<file path="config.mk">
export PLATFORM = sky130hd
export DESIGN_NAME = seg_display_arbiter_flat
export DESIGN_NICKNAME = d
export VERILOG_FILES = /design/src/rtl/seg_display_arbiter_if.sv /design/src/rtl/seg_display_arbiter.sv /design/src/flat_wrapper.sv
export SDC_FILE = /design/constraint.sdc
export NUM_CORES = 1
export LEC_CHECK = 0
export ABC_CLOCK_PERIOD_IN_PS = 3900
export CAP_MARGIN = 20
export CORE_UTILIZATION = 48
export CTS_CLUSTER_DIAMETER = 80
export DETAILED_ROUTE_END_ITERATION = 7
export HOLD_SLACK_MARGIN = 0.12
export PLACE_DENSITY = 0.9
export SLEW_MARGIN = 20
export SYNTH_ARGS = -nofsm -noshare
export SYNTH_HDL_FRONTEND = slang
export SYNTH_SLANG_ARGS = --single-unit
</file>
<file path="constraint.sdc">
create_clock -name clk -period 3.9 [get_ports clk]
set_input_delay 0.585 -clock clk [delete_from_list [all_inputs] [get_ports clk]]
set_output_delay 0.585 -clock clk [all_outputs]
set_load 0.03 [all_outputs]
</file>
<file path="src/rtl/seg_display_arbiter_if.sv">
// seg_display_arbiter_if
//   Bundles the requester-side and display-side signals of the arbiter.
//   master : requester/display side (drives req/data/blink, observes grant
//            and the display outputs)
//   slave  : the arbiter itself
//   req           3   level-sensitive request per requester 0..2
//   data0..2      16  four hex digits per requester (digit 0 = bits 3:0)
//   blink0..2     4   per-digit blink mask per requester
//   grant         3   one-hot current owner, 0 when idle
//   disp_enable   1   display enable, high exactly when grant != 0
//   disp_numbers  16  digits forwarded to the display
//   disp_blink    4   blink mask forwarded to the display
interface seg_display_arbiter_if;
  logic [2:0]  req;
  logic [15:0] data0;
  logic [15:0] data1;
  logic [15:0] data2;
  logic [3:0]  blink0;
  logic [3:0]  blink1;
  logic [3:0]  blink2;
  logic [2:0]  grant;
  logic        disp_enable;
  logic [15:0] disp_numbers;
  logic [3:0]  disp_blink;

  modport master (
    output req, data0, data1, data2, blink0, blink1, blink2,
    input  grant, disp_enable, disp_numbers, disp_blink
  );

  modport slave (
    input  req, data0, data1, data2, blink0, blink1, blink2,
    output grant, disp_enable, disp_numbers, disp_blink
  );
endinterface

</file>
<file path="src/rtl/seg_display_arbiter.sv">
// seg_display_arbiter
//   Round-robin owner selection for the shared four-digit seven-segment
//   display. An owner keeps the display for at least HOLD_CYCLES cycles and
//   is preempted after MAX_CYCLES cycles if another requester is waiting.
//   All outputs are registered; there is always one dark cycle between owners.
//   clk  : system clock
//   rst  : synchronous active-high reset
//   bus  : slave side of seg_display_arbiter_if (requests, data, display)
module seg_display_arbiter #(
  parameter int unsigned HOLD_CYCLES = 12500000,
  parameter int unsigned MAX_CYCLES  = 50000000,
  parameter int unsigned CNT_W       = 26
) (
  input  logic                  clk,
  input  logic                  rst,
  seg_display_arbiter_if.slave  bus
);

  typedef enum logic [1:0] {S_IDLE, S_HOLD, S_OWN} state_t;

  localparam logic [CNT_W-1:0] HOLD_LAST = CNT_W'(HOLD_CYCLES - 1);
  localparam logic [CNT_W-1:0] MAX_LAST  = CNT_W'(MAX_CYCLES - 1);
  localparam logic [CNT_W-1:0] CNT_SAT   = CNT_W'(MAX_CYCLES);

  state_t           state_q, state_d;
  logic [CNT_W-1:0] cnt_q, cnt_d;
  logic [1:0]       last_q, last_d;
  logic [2:0]       grant_q, grant_d;
  logic             en_q, en_d;
  logic [15:0]      num_q, num_d;
  logic [3:0]       blink_q, blink_d;

  logic [1:0]       pick_idx;
  logic             owner_req;
  logic             other_req;
  logic [19:0]      pick_src;
  logic [19:0]      own_src;

  // {blink, data} of requester i
  function automatic logic [19:0] sel_src(input logic [1:0] i,
                                          input logic [19:0] s0,
                                          input logic [19:0] s1,
                                          input logic [19:0] s2);
    case (i)
      2'd0:    return s0;
      2'd1:    return s1;
      default: return s2;
    endcase
  endfunction

  // Rotating priority starting at last_q+1 (mod 3)
  always_comb begin
    pick_idx = 2'd0;
    case (last_q)
      2'd0:    pick_idx = bus.req[1] ? 2'd1 : (bus.req[2] ? 2'd2 : 2'd0);
      2'd1:    pick_idx = bus.req[2] ? 2'd2 : (bus.req[0] ? 2'd0 : 2'd1);
      default: pick_idx = bus.req[0] ? 2'd0 : (bus.req[1] ? 2'd1 : 2'd2);
    endcase
  end

  // last_q always holds the current owner's index while not idle
  assign owner_req = bus.req[last_q];
  assign other_req = |(bus.req & ~grant_q);
  assign pick_src  = sel_src(pick_idx, {bus.blink0, bus.data0},
                             {bus.blink1, bus.data1}, {bus.blink2, bus.data2});
  assign own_src   = sel_src(last_q, {bus.blink0, bus.data0},
                             {bus.blink1, bus.data1}, {bus.blink2, bus.data2});

  // State register
  always_ff @(posedge clk) begin
    if (rst) begin
      state_q <= S_IDLE;
      cnt_q   <= '0;
      last_q  <= 2'd2;
      grant_q <= '0;
      en_q    <= 1'b0;
      num_q   <= '0;
      blink_q <= '0;
    end else begin
      state_q <= state_d;
      cnt_q   <= cnt_d;
      last_q  <= last_d;
      grant_q <= grant_d;
      en_q    <= en_d;
      num_q   <= num_d;
      blink_q <= blink_d;
    end
  end

  // Next-state logic
  always_comb begin
    state_d = state_q;
    cnt_d   = cnt_q;
    last_d  = last_q;
    case (state_q)
      S_IDLE: begin
        cnt_d = '0;
        if (|bus.req) begin
          state_d = S_HOLD;
          last_d  = pick_idx;
        end
      end
      S_HOLD: begin
        cnt_d = cnt_q + 1'b1;
        if (cnt_q == HOLD_LAST) begin
          state_d = owner_req ? S_OWN : S_IDLE;
        end
      end
      S_OWN: begin
        cnt_d = (cnt_q == CNT_SAT) ? cnt_q : cnt_q + 1'b1;
        if (!owner_req) begin
          state_d = S_IDLE;
        end else if ((cnt_q >= MAX_LAST) && other_req) begin
          state_d = S_IDLE;
        end
      end
      default: state_d = S_IDLE;
    endcase
  end

  // Output logic: keyed on the next state so outputs are registered together
  // with the transition (cleared on the edge that enters IDLE, loaded on the
  // edge that grants).
  always_comb begin
    grant_d = grant_q;
    en_d    = en_q;
    num_d   = num_q;
    blink_d = blink_q;
    if (state_d == S_IDLE) begin
      grant_d = '0;
      en_d    = 1'b0;
      num_d   = '0;
      blink_d = '0;
    end else if (state_q == S_IDLE) begin
      grant_d = 3'b001 << pick_idx;
      en_d    = 1'b1;
      num_d   = pick_src[15:0];
      blink_d = pick_src[19:16];
    end else if (owner_req) begin
      num_d   = own_src[15:0];
      blink_d = own_src[19:16];
    end
  end

  assign bus.grant        = grant_q;
  assign bus.disp_enable  = en_q;
  assign bus.disp_numbers = num_q;
  assign bus.disp_blink   = blink_q;

endmodule

</file>
<file path="src/flat_wrapper.sv">
// flat-port wrapper written by rule: the top's interface ports become plain ports
module seg_display_arbiter_flat 
#(
  parameter int unsigned HOLD_CYCLES = 12500000,
  parameter int unsigned MAX_CYCLES  = 50000000,
  parameter int unsigned CNT_W       = 26
)
  (clk, rst, bus_req, bus_data0, bus_data1, bus_data2, bus_blink0, bus_blink1, bus_blink2, bus_grant, bus_disp_enable, bus_disp_numbers, bus_disp_blink);
  seg_display_arbiter_if bus_i ();
  input  logic clk;
  input  logic rst;
  input wire logic [$bits(bus_i.req)-1:0] bus_req;
  input wire logic [$bits(bus_i.data0)-1:0] bus_data0;
  input wire logic [$bits(bus_i.data1)-1:0] bus_data1;
  input wire logic [$bits(bus_i.data2)-1:0] bus_data2;
  input wire logic [$bits(bus_i.blink0)-1:0] bus_blink0;
  input wire logic [$bits(bus_i.blink1)-1:0] bus_blink1;
  input wire logic [$bits(bus_i.blink2)-1:0] bus_blink2;
  output wire logic [$bits(bus_i.grant)-1:0] bus_grant;
  output wire logic [$bits(bus_i.disp_enable)-1:0] bus_disp_enable;
  output wire logic [$bits(bus_i.disp_numbers)-1:0] bus_disp_numbers;
  output wire logic [$bits(bus_i.disp_blink)-1:0] bus_disp_blink;
  assign bus_i.req = bus_req;
  assign bus_i.data0 = bus_data0;
  assign bus_i.data1 = bus_data1;
  assign bus_i.data2 = bus_data2;
  assign bus_i.blink0 = bus_blink0;
  assign bus_i.blink1 = bus_blink1;
  assign bus_i.blink2 = bus_blink2;
  assign bus_grant = bus_i.grant;
  assign bus_disp_enable = bus_i.disp_enable;
  assign bus_disp_numbers = bus_i.disp_numbers;
  assign bus_disp_blink = bus_i.disp_blink;
  seg_display_arbiter #(.HOLD_CYCLES(HOLD_CYCLES), .MAX_CYCLES(MAX_CYCLES), .CNT_W(CNT_W)) u_core (.clk(clk), .rst(rst), .bus(bus_i));
endmodule
</file>
# Yosys cells after proc, flatten, opt, wreduce, memory -nomap -nowiden
# Index checks and enable logic that the tools add are counted.
# word_totals
latchBits	0
memories	0
regBits	54
in_bits	65
ramBits	0
romBits	0
word_cells	55
out_inout_bits	24
# classes
magnitude_cmp	2
n_bitwise	2
n_mux	23
addsub	1
reduce_logical	12
multipliers	0
shifts	1
div	0
n_eq_ne	7
# op_table
operator	n
one-hot mux 20 bit (2 select lines)	2
one-hot mux 26 bit (3 select lines)	1
two-way mux 16 bit	2
adder 26 x 1 -> 26 bit, second input constant	1
== test 26 x 24 -> 1 bit, second input constant	1
== test 26 bit, second input constant	1
>= comparator 26 bit, second input constant	1
two-way mux 26 bit	1
two-way mux 2 bit	10
zero test 2 bit	4
two-way mux 4 bit	2
== test 2 x 1 -> 1 bit, second input constant	3
one-hot mux 2 bit (3 select lines)	1
OR reduction 3 bit	2
one-hot mux 2 bit (2 select lines)	1
AND reduction 2 bit	2
bitwise AND 3 bit	1
less-than comparator 2 x 3 -> 1 bit, second input constant	1
NOT 3 bit	1
nonzero test 3 bit	1
<< shifter 1 x 2 -> 3 bit, first input constant	1
binary-select mux 1 bit (select 2 bit)	1
== test 2 bit, second input constant	1
two-way mux 1 bit	2
4 further kinds	4

# Longest topological paths before layout
# logic_depth
word_depth	9
mapped_depth	10
ltp_nobuf	9

# Worst setup path before layout
# OpenSTA, ideal clock, no wires.
# synth_timing
kind	reg2reg
start	reg u_core.cnt_q[8]
end	reg u_core.blink_q[1], in the netlist u_core.bus.disp_blink[1]
t_required_ns	3.777
arrival_time_ns	2.621
synth_period_minus_slack_ns	2.745
path_stages_with_launch	9
n_path_buf	1
slack_ns	1.155
cell_sequence	dfxtp_1 > or4_1 > or4_1 > o31a_1 > a211oi_4 > o31ai_2 > a211oi_4 > buf_6 > nor3_2
# synth_via
elab_chain_cells	7
elab_cells_between_ends	9
# synth_rtl
element	line	source
start, declared	seg_display_arbiter.sv:26	logic [CNT_W-1:0] cnt_q, cnt_d;
start signal, assigned	seg_display_arbiter.sv:81	cnt_q <= cnt_d;
>= comparator 26 bit	seg_display_arbiter.sv:113	end else if ((cnt_q >= MAX_LAST) && other_req) begin
logical AND 1 bit	seg_display_arbiter.sv:113	
two-way mux 2 bit	seg_display_arbiter.sv:113	
two-way mux 2 bit	seg_display_arbiter.sv:111	if (!owner_req) begin
one-hot mux 2 bit (3 select lines) (*)	seg_display_arbiter.sv:95	case (state_q)
zero test 2 bit (*)	seg_display_arbiter.sv:129	if (state_d == S_IDLE) begin
OR reduction 2 bit (no source line) (*)	n/a	
end signal, assigned	seg_display_arbiter.sv:86	blink_q <= blink_d;
end, declared	seg_display_arbiter.sv:31	logic [3:0] blink_q, blink_d;
# Mark *: on every way between the ends. The rest lies on a longest branch, timed or not.
# A chain may end at the register's enable or synchronous reset.

# Worst setup path in the final report
# layout_timing
start	reg u_core.state_q[0]
end	reg u_core.grant_q[1], in the netlist u_core.bus.grant[1]
# layout_via
elab_chain_cells	5
elab_cells_between_ends	10
# layout_rtl
element	line	source
start, declared	seg_display_arbiter.sv:25	state_t state_q, state_d;
start signal, assigned	seg_display_arbiter.sv:80	state_q <= state_d;
two-way mux 2 bit	seg_display_arbiter.sv:113	
two-way mux 2 bit	seg_display_arbiter.sv:111	
one-hot mux 2 bit (3 select lines)	seg_display_arbiter.sv:95	
zero test 2 bit	seg_display_arbiter.sv:129	
OR reduction 2 bit (no source line)	n/a	
end signal, assigned	seg_display_arbiter.sv:83	grant_q <= grant_d;
end, declared	seg_display_arbiter.sv:28	logic [2:0] grant_q, grant_d;
# Several ways; a longest one is shown, not always the timed one.

==> results.json <==
{
  "outcome": "completed",
  "fin_skew_ps": 10.5,
  "holdPathEnd": "u_core.bus.disp_enable",
  "fin_ws_ps": 688,
  "synthFlopType": "dfxtp_1",
  "rows": 28,
  "postSynthAreaPerCell_um2": 8.28,
  "routed.top_layer": "met4",
  "synth_area_mm2": 0.00304,
  "cts.sinks": 54,
  "regArea_mm2": 0.00108,
  "maxSlewViolCount": 0,
  "critPathLaunchType": "flip-flop",
  "final_common_cell": "clkdlybuf4s50_1",
  "r2r.worst_path.cells": 9,
  "drt_wl_total_um": 8110,
  "dieWidth_um": 81.6,
  "track_usage_pct": 25.4,
  "critical_path_buf_inv_count": 3,
  "antenna_left": 0,
  "async_reset_ff_share_pct": 0,
  "final_layout_size_suffix_gt1_share_pct": 10.1,
  "cp_top_family": "compound AO/OA/AOI/OAI gates",
  "core_area_mm2": 0.00603,
  "die_area_mm2": 0.00665,
  "wl_met1_um": 3190,
  "leakagePower_nw": 1.37,
  "worst-r2r-setup-slack_ps": 690,
  "clockBufferDepth": 2,
  "synth-edff-count": 0,
  "wl_per_cell_um": 15.6,
  "finish.utilization_pct": 66.9,
  "dp_hpwl_um": 6160,
  "cts_setup_buffers": 0,
  "syn_inst": 367,
  "post-route-cell-area_mm2": 0.00403,
  "met3_length_um": 559,
  "critPathMaxFanout": 24,
  "worst_pin_slew_ps": 899,
  "syn-num-nets": 438,
  "synth_cell_types": 58,
  "fin_crit_sh_pct": 82.4,
  "start_util_pct": 50.4,
  "firstDrtPassIters": 5,
  "cp_slowest_cell": "ha_1",
  "port_buffers": 88,
  "hold_path_depth": 2,
  "yosys_register_bits": 54,
  "cpPeakStageDelay_ps": 570,
  "arrival_ps": 3460,
  "antenna_found_initial": 0,
  "numCtsBuffers": 5,
  "ys_warn_count": 0,
  "met2_length_um": 4200,
  "diodes": 0,
  "drc": 0,
  "die_height_um": 81.6,
  "timing.fmax_mhz": 311,
  "hold_buffers": 0,
  "finalCriticalPeriod_ps": 3210,
  "startpoint": "u_core.state_q[0]",
  "crit_type": "reg2reg",
  "place_congestion": 0.945,
  "slew_headroom_pct": 39.9,
  "cts_root_buf": "clkbuf_8",
  "grt_pass1_wl_um": 13200,
  "timing.rr.end": "u_core.bus.grant[1]",
  "ios": 89,
  "initialDrtViolationCount": 203,
  "rr_startpoint": "u_core.state_q[0]",
  "nets": 516,
  "required_ps": 4150,
  "setup_tns_ps": 0,
  "grt.overflow.total": 0,
  "seq_area_frac_synth_pct": 35.6,
  "viasPerCell": 5.86,
  "power_density_mw_per_mm2": 371,
  "grt_max_degree": 25,
  "clk_pin_slew_ps": 100,
  "ir_drop_mv": 0.206,
  "power_w": 0.00150,
  "worstPathCellList": "inv_1, ha_1, clkinv_1, a21oi_1, nor2_1, a2111oi_2, a211oi_4, buf_4, a211oi_1",
  "final_cell_mix": "88 x clkdlybuf4s50_1, 54 x dfxtp_1, 37 x nor2_1",
  "hold_class": "reg2reg",
  "place_area_mm2": 0.00394,
  "rsz0062_at_grt": "no",
  "setup-violations-final": 0,
  "hold_viol": 0,
  "routed-via-count": 3055,
  "min-delay-start": "u_core.bus.disp_enable",
  "multiInputGateArea_mm2": 0.00179,
  "grt_pass1_vias": 2929,
  "fill_cells": 494,
  "cp-end-kind": "flip-flop",
  "cts_tree": "built",
  "clock_latency_ps": 320,
  "place_ws_ps": 581,
  "h-tree-depth": 2,
  "area_growth_pct": 32.8,
  "ctsResizeCount": 0,
  "drv_cap": 0
}
[worst max path at each step]
| stage | to | slack, ps | depth (start not counted) |
|---|---|---|---|
| global route | u_core.bus.grant[1] | 460 | 9 |
| detailed placement | u_core.bus.grant[1] | 580 | 9 |
| global placement | u_core.bus.disp_numbers[11] | 700 | 8 |
| floorplan | u_core.bus.disp_blink[1] | 1160 | 8 |
| CTS | u_core.bus.grant[1] | 730 | 9 |
| finish | u_core.bus.grant[1] | 690 | 9 |
[stage by stage]
| stage | hold WS [ps] | std cells |
|---|---|---|
| global route | 508 | 521 |
| finish | 488 | 521 |
| global placement | 466 | 513 |
| floorplan | 471 | 367 |
| CTS | 491 | 521 |
| detailed placement | 465 | 513 |
[metal layers]
| metal | global-route usage (%) | up-vias |
|---|---|---|
| met4 | 7.50 | 0 |
| met3 | 7.44 | 14 |
| met2 | 46.6 | 112 |
| li1 | - | 1487 |
| met1 | 28.1 | 1442 |
| met5 | 0 | - |
[synthesized netlist by cell type (5+ instances only)]
| cell | instances | share of area (%) |
|---|---|---|
| or3_1 | 7 | 1.4 |
| dfxtp_1 | 54 | 36 |
| nor3_1 | 19 | 3.1 |
| nand3_1 | 12 | 2.0 |
| a21oi_1 | 18 | 3.0 |
| inv_1 | 20 | 2.5 |
| a21oi_2 | 11 | 3.2 |
| nand2_1 | 30 | 3.7 |
| nor4_1 | 5 | 1.0 |
| nand4_1 | 7 | 1.4 |
| a221oi_1 | 7 | 2.0 |
| ha_1 | 6 | 2.5 |
| xor2_1 | 6 | 1.7 |
| o21ai_0 | 18 | 3.0 |
| a222oi_1 | 11 | 3.6 |
| clkbuf_1 | 15 | 1.9 |
| nor2_1 | 37 | 4.6 |
| nand2b_1 | 5 | 1.0 |
| xnor2_1 | 13 | 3.7 |
[state kept, by name (all words and copies together), names as in the netlist]
| name | cells |
|---|---|
| u_core.cnt_q | 26 |
| u_core.bus.disp_numbers | 16 |
| u_core.bus.disp_blink | 4 |
| u_core.bus.grant | 3 |
| u_core.last_q | 2 |
| u_core.state_q | 2 |
| u_core.bus.disp_enable | 1 |
[cell families (layout without fill, tap and decap cells)]
logic type | after synthesis | count (layout) | synth area share [%]
compound gates | 92 | 92 | 23.3
xor+xnor | 19 | 19 | 5.48
fa+ha+maj | 6 | 6 | 2.47
buf+inv | 40 | 119 | 5.64
flops | 54 | 54 | 35.6
mux | 3 | 3 | 1.03
simple gates | 153 | 153 | 26.5
[report_power, final]
group / internal [W] / switching, W / leakage, nW
logic: 0.000225 / 0.000297 / 0.883
registers: 0.000596 / 0.0000370 / 0.440
clock network: 0.000147 / 0.000196 / 0.0478
total: 0.000968 / 0.000530 / 1.37
[cell type report]
class / instances / share of cell area [%]
clock buffers: 6 / 2.05
multi-input cells: 273 / 44.3
flip-flops and latches: 54 / 26.8
inverters: 21 / 1.95
clock inverters: 2 / 0.403
repair buffers: 90 / 22.2
well taps: 75 / 2.33
[worst reg2reg max path, cell delays in order (launching register included)]
cell	delay (ps)
dfxtp_1	360
inv_1	90
ha_1	570
clkinv_1	470
a21oi_1	460
nor2_1	110
a2111oi_2	520
a211oi_4	40
buf_4	260
a211oi_1	250
No activity file was read; power rests on OpenSTA's default activity.
